### config.mk
export PLATFORM = sky130hd
export DESIGN_NAME = mem_port_arbiter
export DESIGN_NICKNAME = d
export VERILOG_FILES = /design/src/rtl/mem_port_arbiter.sv
export SDC_FILE = /design/constraint.sdc
export NUM_CORES = 1
export LEC_CHECK = 0
export ABC_AREA = 1
export BUFFER_PORTS_ARGS = -buffer_cell sky130_fd_sc_hd__buf_2
export CAP_MARGIN = 10
export CORE_MARGIN = 4
export CORE_UTILIZATION = 45
export CTS_CLUSTER_SIZE = 10
export DETAILED_ROUTE_END_ITERATION = 10
export PLACE_DENSITY_LB_ADDON = 0.2
export SLEW_MARGIN = 20
export SYNTH_ARGS = -nofsm -noshare
export SYNTH_HDL_FRONTEND = slang
export SYNTH_SLANG_ARGS = --single-unit
### constraint.sdc
create_clock -name clk -period 2.5 [get_ports clk]
set_clock_uncertainty 0.2 [all_clocks]
set_input_delay 0.375 -clock clk [delete_from_list [all_inputs] [get_ports clk]]
set_output_delay 0.375 -clock clk [all_outputs]
set_load 0.1 [all_outputs]
### src/rtl/mem_port_arbiter.sv
// Arbitrates one single-ported memory between instruction fetch and load/store.
// Data requests win unless fetch has waited through MAX_D_STREAK data grants.
module mem_port_arbiter #(
    parameter int MAX_D_STREAK = 4,
    parameter int LDST_WIDTH_W = 2
) (
    input  logic                    clk,
    input  logic                    rst,
    input  logic                    i_req,
    input  logic [31:0]             i_addr,
    output logic [31:0]             i_rdata,
    output logic                    i_done,
    input  logic                    d_ren,
    input  logic                    d_wen,
    input  logic [31:0]             d_addr,
    input  logic [31:0]             d_wdata,
    input  logic [LDST_WIDTH_W-1:0] d_width,
    input  logic                    d_unsigned,
    output logic [31:0]             d_rdata,
    output logic                    d_done,
    output logic                    d_err,
    output logic                    m_req,
    output logic                    m_wen,
    output logic [31:0]             m_addr,
    output logic [31:0]             m_wdata,
    output logic [3:0]              m_strb,
    input  logic [31:0]             m_rdata,
    input  logic                    m_ack
);
    typedef enum logic [1:0] {IDLE, BUSY_I, BUSY_D, RESP} state_t;

    localparam logic [LDST_WIDTH_W-1:0] W_BYTE = LDST_WIDTH_W'(0);
    localparam logic [LDST_WIDTH_W-1:0] W_HALF = LDST_WIDTH_W'(1);
    localparam logic [LDST_WIDTH_W-1:0] W_WORD = LDST_WIDTH_W'(2);

    state_t                  state;
    logic [3:0]              streak;
    logic [1:0]              lane_p0;
    logic [LDST_WIDTH_W-1:0] width_p0;
    logic                    unsigned_p0;
    logic                    d_any;
    logic                    d_illegal;
    logic                    i_win;

    function automatic logic access_illegal(input logic ren, input logic wen,
                                            input logic [LDST_WIDTH_W-1:0] width,
                                            input logic [1:0] lo);
        logic bad;
        bad = ren && wen;
        case (width)
            W_BYTE:  bad = bad;
            W_HALF:  bad = bad | lo[0];
            W_WORD:  bad = bad | (lo != 2'b00);
            default: bad = 1'b1;
        endcase
        return bad;
    endfunction

    function automatic logic [31:0] lane_wdata(input logic [LDST_WIDTH_W-1:0] width,
                                               input logic [31:0] wdata);
        case (width)
            W_BYTE:  return {4{wdata[7:0]}};
            W_HALF:  return {2{wdata[15:0]}};
            default: return wdata;
        endcase
    endfunction

    function automatic logic [3:0] lane_strb(input logic [LDST_WIDTH_W-1:0] width,
                                             input logic [1:0] lo);
        case (width)
            W_BYTE:  return 4'b0001 << lo;
            W_HALF:  return lo[1] ? 4'b1100 : 4'b0011;
            default: return 4'b1111;
        endcase
    endfunction

    function automatic logic [31:0] extend_load(input logic [31:0] word,
                                                input logic [LDST_WIDTH_W-1:0] width,
                                                input logic [1:0] lo, input logic uns);
        logic [7:0]  b;
        logic [15:0] h;
        b = word[{lo, 3'b000} +: 8];
        h = lo[1] ? word[31:16] : word[15:0];
        case (width)
            W_BYTE:  return uns ? {24'b0, b} : {{24{b[7]}}, b};
            W_HALF:  return uns ? {16'b0, h} : {{16{h[15]}}, h};
            default: return word;
        endcase
    endfunction

    assign d_any     = d_ren | d_wen;
    assign d_illegal = access_illegal(d_ren, d_wen, d_width, d_addr[1:0]);
    assign i_win     = i_req && (!d_any || streak == 4'(MAX_D_STREAK));

    always_ff @(posedge clk) begin
        if (rst) begin
            state       <= IDLE;
            streak      <= 4'd0;
            i_rdata     <= 32'd0;
            i_done      <= 1'b0;
            d_rdata     <= 32'd0;
            d_done      <= 1'b0;
            d_err       <= 1'b0;
            m_req       <= 1'b0;
            m_wen       <= 1'b0;
            m_addr      <= 32'd0;
            m_wdata     <= 32'd0;
            m_strb      <= 4'd0;
            lane_p0     <= 2'd0;
            width_p0    <= '0;
            unsigned_p0 <= 1'b0;
        end else begin
            case (state)
                IDLE: begin
                    if (i_win) begin
                        state   <= BUSY_I;
                        streak  <= 4'd0;
                        m_req   <= 1'b1;
                        m_wen   <= 1'b0;
                        m_addr  <= i_addr & 32'hFFFF_FFFC;
                        m_wdata <= 32'd0;
                        m_strb  <= 4'b1111;
                    end else if (d_any) begin
                        // Streak only grows while fetch is actually waiting.
                        streak <= i_req ? streak + 4'd1 : 4'd0;
                        if (d_illegal) begin
                            state   <= RESP;
                            d_done  <= 1'b1;
                            d_err   <= 1'b1;
                            d_rdata <= 32'd0;
                        end else begin
                            state       <= BUSY_D;
                            m_req       <= 1'b1;
                            m_wen       <= d_wen;
                            m_addr      <= d_addr & 32'hFFFF_FFFC;
                            m_wdata     <= d_wen ? lane_wdata(d_width, d_wdata) : 32'd0;
                            m_strb      <= d_wen ? lane_strb(d_width, d_addr[1:0]) : 4'b1111;
                            lane_p0     <= d_addr[1:0];
                            width_p0    <= d_width;
                            unsigned_p0 <= d_unsigned;
                        end
                    end
                end
                BUSY_I: begin
                    if (m_ack) begin
                        state   <= RESP;
                        m_req   <= 1'b0;
                        m_strb  <= 4'd0;
                        i_rdata <= m_rdata;
                        i_done  <= 1'b1;
                    end
                end
                BUSY_D: begin
                    if (m_ack) begin
                        state   <= RESP;
                        m_req   <= 1'b0;
                        m_wen   <= 1'b0;
                        m_strb  <= 4'd0;
                        d_rdata <= m_wen ? 32'd0
                                         : extend_load(m_rdata, width_p0, lane_p0, unsigned_p0);
                        d_done  <= 1'b1;
                        d_err   <= 1'b0;
                    end
                end
                RESP: begin
                    state  <= IDLE;
                    i_done <= 1'b0;
                    d_done <= 1'b0;
                    d_err  <= 1'b0;
                end
                default: state <= IDLE;
            endcase
        end
    end
endmodule

======== After elaboration in Yosys (flattened, before gate mapping) ========
Cells that the tools add are included.
Widths: inputs -> output; s select.
word-level totals
  bits in latches ......................... 0
  output and inout port bits .............. 137
  memories ................................ 0
  RAM bits ................................ 0
  ROM bits ................................ 0
  register bits ........................... 148
operators by class
  mux-type cells .......................... 51
  equal/unequal tests ..................... 16
  reduce and logical (&&, ||, !) cells .... 24
  bitwise logic cells ..................... 5
  multipliers ............................. 0
  order comparisons ....................... 0
  add/sub/neg operators ................... 1
  divide/modulo/power cells ............... 0
  shift-type cells ........................ 2
operators by type and width
  cell                 count
  $mux 32              14
  $pmux 32 s2          3
  $mux 4               9
  $shiftx 32x6->8      1
  $mux 16              1
  $pmux 4 s2           2
  $mux 1               12
  $reduce_and 4->1     3
  $ne 2x2->1 const B   5
  $reduce_and 5->1     2
  $reduce_bool 2->1    5
  $pmux 1 s3           3
  $reduce_and 2->1     4
  $eq 2x1->1 const B   3
  $eq 2x2->1 const B   3
  $logic_not 2->1      3
  $mux 2               3
  $ne 3x3->1 const B   2
  $pmux 1 s2           3
  $pmux 2 s3           1
  $add 4x1->4 const B  1
  $eq 4x3->1 const B   1
  $ne 2x1->1 const B   2
  $shl 1x2->4 const A  1
  other kinds (8)      12

======== Logic depth before layout (Yosys ltp) ========
  depth in word-level cells ............... 7
  gate-level depth with buffers ........... 14
  gate-level depth less buffers ........... 12

======== Worst setup path before layout ========
No wires, ideal clock.
  path kind ............................... register to register
  start point ............................. register m_wen
  end point ............................... register d_rdata[21]
  library setup time ...................... 0.128 ns
  period minus slack after synthesis ...... 2.086 ns
  stages on the path, launching flop included .. 7
  arrival time ............................ 1.758 ns
  path slack .............................. 0.414 ns
  path through ............................ dfxtp_1 nor2_1 nand3_2 buf_4 nor2_1 nor2_1 nor2_1
between the ends
  cells in the longest elaborated chain, start to end .. 3
ends and longest elaborated chain
  element                 RTL line  source
  from (decl)             23        output logic m_wen,
  from (signal assigned)  134       m_wen <= d_wen;
  $mux 32                 159       d_rdata <= m_wen ? 32'd0
  $mux 32                 154       if (m_ack) begin
  $pmux 32 s2             113       case (state)
  to (signal assigned)    159
  to (decl)               19        output logic [31:0] d_rdata,
Every way passes these cells. The select of a mux whose other input is x is not followed.
A chain may end at the register's enable or synchronous reset.

======== Final worst setup path ========
  start point ............................. register state[0]
  end point ............................... register d_rdata[21]
between the ends
  cells in the longest elaborated chain, start to end .. 3
  elaborated cells between the ends (all ways) .. 9
ends and longest elaborated chain
  element                                                           RTL line  source
  from (decl)                                                       36        state_t state;
  from (signal assigned)                                            97        state <= IDLE;
  from (signal assigned)                                            116       state <= BUSY_I;
  from (signal assigned)                                            127       state <= RESP;
  $eq 2x2->1 / $logic_not 2->1 (equally long branches)              113
  $ne 2x2->1 (no line) / $reduce_bool 2->1 (equally long branches)  -
  $reduce_and 5->1 (no line)                                        -
Parallel ways exist; a longest one is shown, timed or not.

==> impl_metrics.yaml <==
worst_setup_path:
  crit_fanout: 32
  critPathRequiredTime_ns: 2.57
  cp.arrival_ns: 2.28
  endpoint_kind: "flip-flop"
  crit_path_start: "state[0]$_SDFFE_PP0P_"
  path_class: "flip-flop to flip-flop"
  cp-start-kind: "flip-flop"
  r2r_start: "state[0]$_SDFFE_PP0P_"
route:
  postRouteAntennaNets: 0
  first_pass_iters: 5
  vias: 7405
  routed_via_density: 4.98
  drc: 0
  wl_per_cell_um: 14.8
  drtIter0Drc: 395
  routed_wl_um: 21900
placement:
  portBuffers: 269
  hpwl_um: 16300
  gp_congestion: 0.904
synth:
  yosysWarnings: 0
  netlist_instances: 1009
  yosysSeqAreaShare: 0.412
  ys.flop_type: "dfxtp_1"
  yosysUniqueCellTypes: 36
  synth_area_sq_um: 7100
  ys_ff_latch: 146
  async_reset_ff_frac: 0
  synth_edf_count: 0
  synth.avg_cell_area_sq_um: 7.04
global_routing:
  use_met3: 0.0759
  grtUsageMet1: 0.278
  top_usage_layer: "met2"
  grt_max_degree: 64
  grt_overflow_total: 0
  grt_pass1_wl_um: 34100
  antenna_found_initial: 1
  grt_pass1_vias: 6784
  groute.layer.met2.usage: 0.404
  track_usage: 0.238
clock_tree:
  cts_sinks: 146
  clock_latency_ns: 0.41
  root_buffer: "clkbuf_16"
  clkTransAtPathRegs_ns: 0.06
  hold_buffers: 0
  clock_path_buffers: 2
  cts_tree: "done"
  cts-htree-levels: 4
  cts_made_buffers: 17
  post_cts_buffers: 0
  post_cts_resized: 0
sta:
  fmax_mhz: 453
  max_slew.worst_pin.slew_ns: 0.696
  final.period_utilization: 0.884
  slew_headroom: 0.536
  hold_viol_final: 0
  rsz0062_at_grt: "false"
  drv_slew: 0
  setup_tns_ns: 0
  setup_viol: 0
  min_period_ns: 2.21
floorplan:
  dieWidth_um: 134
  rows: 45
  design.core.area_sq_um: 15300
  io-pin-count: 274
  die_h_um: 134
  design.die.area_sq_um: 17900
  initial_utilization: 0.464
worst_hold_path:
  hold_start: "d_wdata[0]"
  hold_class: "primary input to flip-flop"
power:
  power_density_nw_per_um2: 1340
  power_leakage_nw: 4.64
  ir_worst_vdd_uv: 879
job:
  max-cap-violations: 0
layout:
  area_growth_syn_to_layout_pct: 30.5
  fin_nets: 1407
  drive_gt1_frac: 0.303
  fin_util: 0.605
outcome:
  status: "finished clean"
## worst max-delay path, cell delays in order (launching register included)
cell      delay, ns
dfxtp_1        0.32
inv_1          0.13
ha_1           0.39
inv_2          0.11
a21oi_2        0.25
a21boi_4       0.24
buf_12         0.20
nor2_1         0.05
nor2_1         0.11
nor2_1         0.06
## path summary, 6_finish.rpt
| path | slack [ns] | to | cells after the start |
|---|---|---|---|
| setup / recovery | 0.29 | d_rdata[21]$_SDFFE_PP0P_ | 9 |
| setup reg to reg | 0.29 | d_rdata[21]$_SDFFE_PP0P_ | 9 |
| hold reg to reg | 0.26 | d_rdata[10]$_SDFFE_PP0P_ | 2 |
| hold / removal | 0.04 | m_wdata[0]$_SDFFE_PP0P_ | 3 |
## sequential cells by signal (all words and copies together) (netlist names)
signal       count
lane_p0          2
unsigned_p0      1
streak           4
d_rdata         32
i_rdata         32
m_req            1
i_done           1
m_wen            1
d_done           1
m_wdata         32
d_err            1
m_strb           4
m_addr          30
width_p0         2
state            2
## report_power, final
group / internal, mW / leakage (nW) / switching [mW]
sequential: 2.84 / 1.19 / 0.272
clock: 1.79 / 0.312 / 1.02
combinational: 1.27 / 3.14 / 5.26
total: 5.91 / 4.64 / 6.54
## cells by family after synthesis
family / count (synthesis) / share of synthesized area
AO/OA/AOI/OAI: 172 / 0.151
flip-flops: 146 / 0.412
adder cells (fa/ha/maj): 11 / 0.0194
AND/OR/NAND/NOR: 565 / 0.342
other: 1 / 0.000528
XOR/XNOR: 1 / 0.00123
buffers and inverters: 113 / 0.0744
## layer usage
| metal | routed length [um] | share of wire |
|---|---|---|
| met5 | 0 | 0 |
| met2 | 10700 | 0.49 |
| met3 | 1770 | 0.081 |
| met1 | 8850 | 0.40 |
| met4 | 662 | 0.030 |
## cells in the final DEF, fill, tap and decap left out, drive strengths merged
cell and instances:
a221oi 1, ha 11, bufinv 5, nand4 2
nand2 255, a21oi 67, buf 294, diode 3
nand3 90, o21ai 67, o21a 1, a21boi 1
nand3b 1, clkinv 6, o211ai 4, o211a 30
clkinvlp 3, clkbuf 18, nor2 184, xor2 1
conb 2, or2 16, inv 49, dfxtp 146
a211oi 1, nor3 17
## synth_stat cells, types with 16 or more instances
library cell	n	area, sq um
nand2_1	247	927
nor2_1	179	672
dfxtp_1	146	2920
nand3_1	79	395
o21ai_0	67	335
a21oi_1	59	295
inv_1	39	146
clkbuf_1	32	120
o211a_1	30	300
buf_2	16	80.1
nor3_1	16	80.1
or2_2	16	100
## per-stage QoR
step	instances	setup slack (ns)	instance area, sq um	hold slack, ns	power (mW)
6_report	1486	0.291	9270	0.0358	12.5
5_1_grt	1484	0.0924	9270	0.0295	13.1
4_1_cts	1483	0.293	9260	0.0178	12.5
3_5_place_dp	1451	0.149	8610	0.252	9.70
3_3_place_gp	1451	0.205	8610	0.250	9.65
2_1_floorplan	1010	0.414	7110	0.265	8.55
## area by class of cell
type | count | area [sq um]
fillers | 1508 | 6040
multi-input cells | 751 | 3650
flip-flops and latches | 146 | 2920
repair buffers | 294 | 1580
clock buffers | 18 | 439
well taps | 211 | 264
clock inverters | 14 | 210
inverters | 49 | 189
diodes | 3 | 7.51
Power figures use the tool's default switching activity.
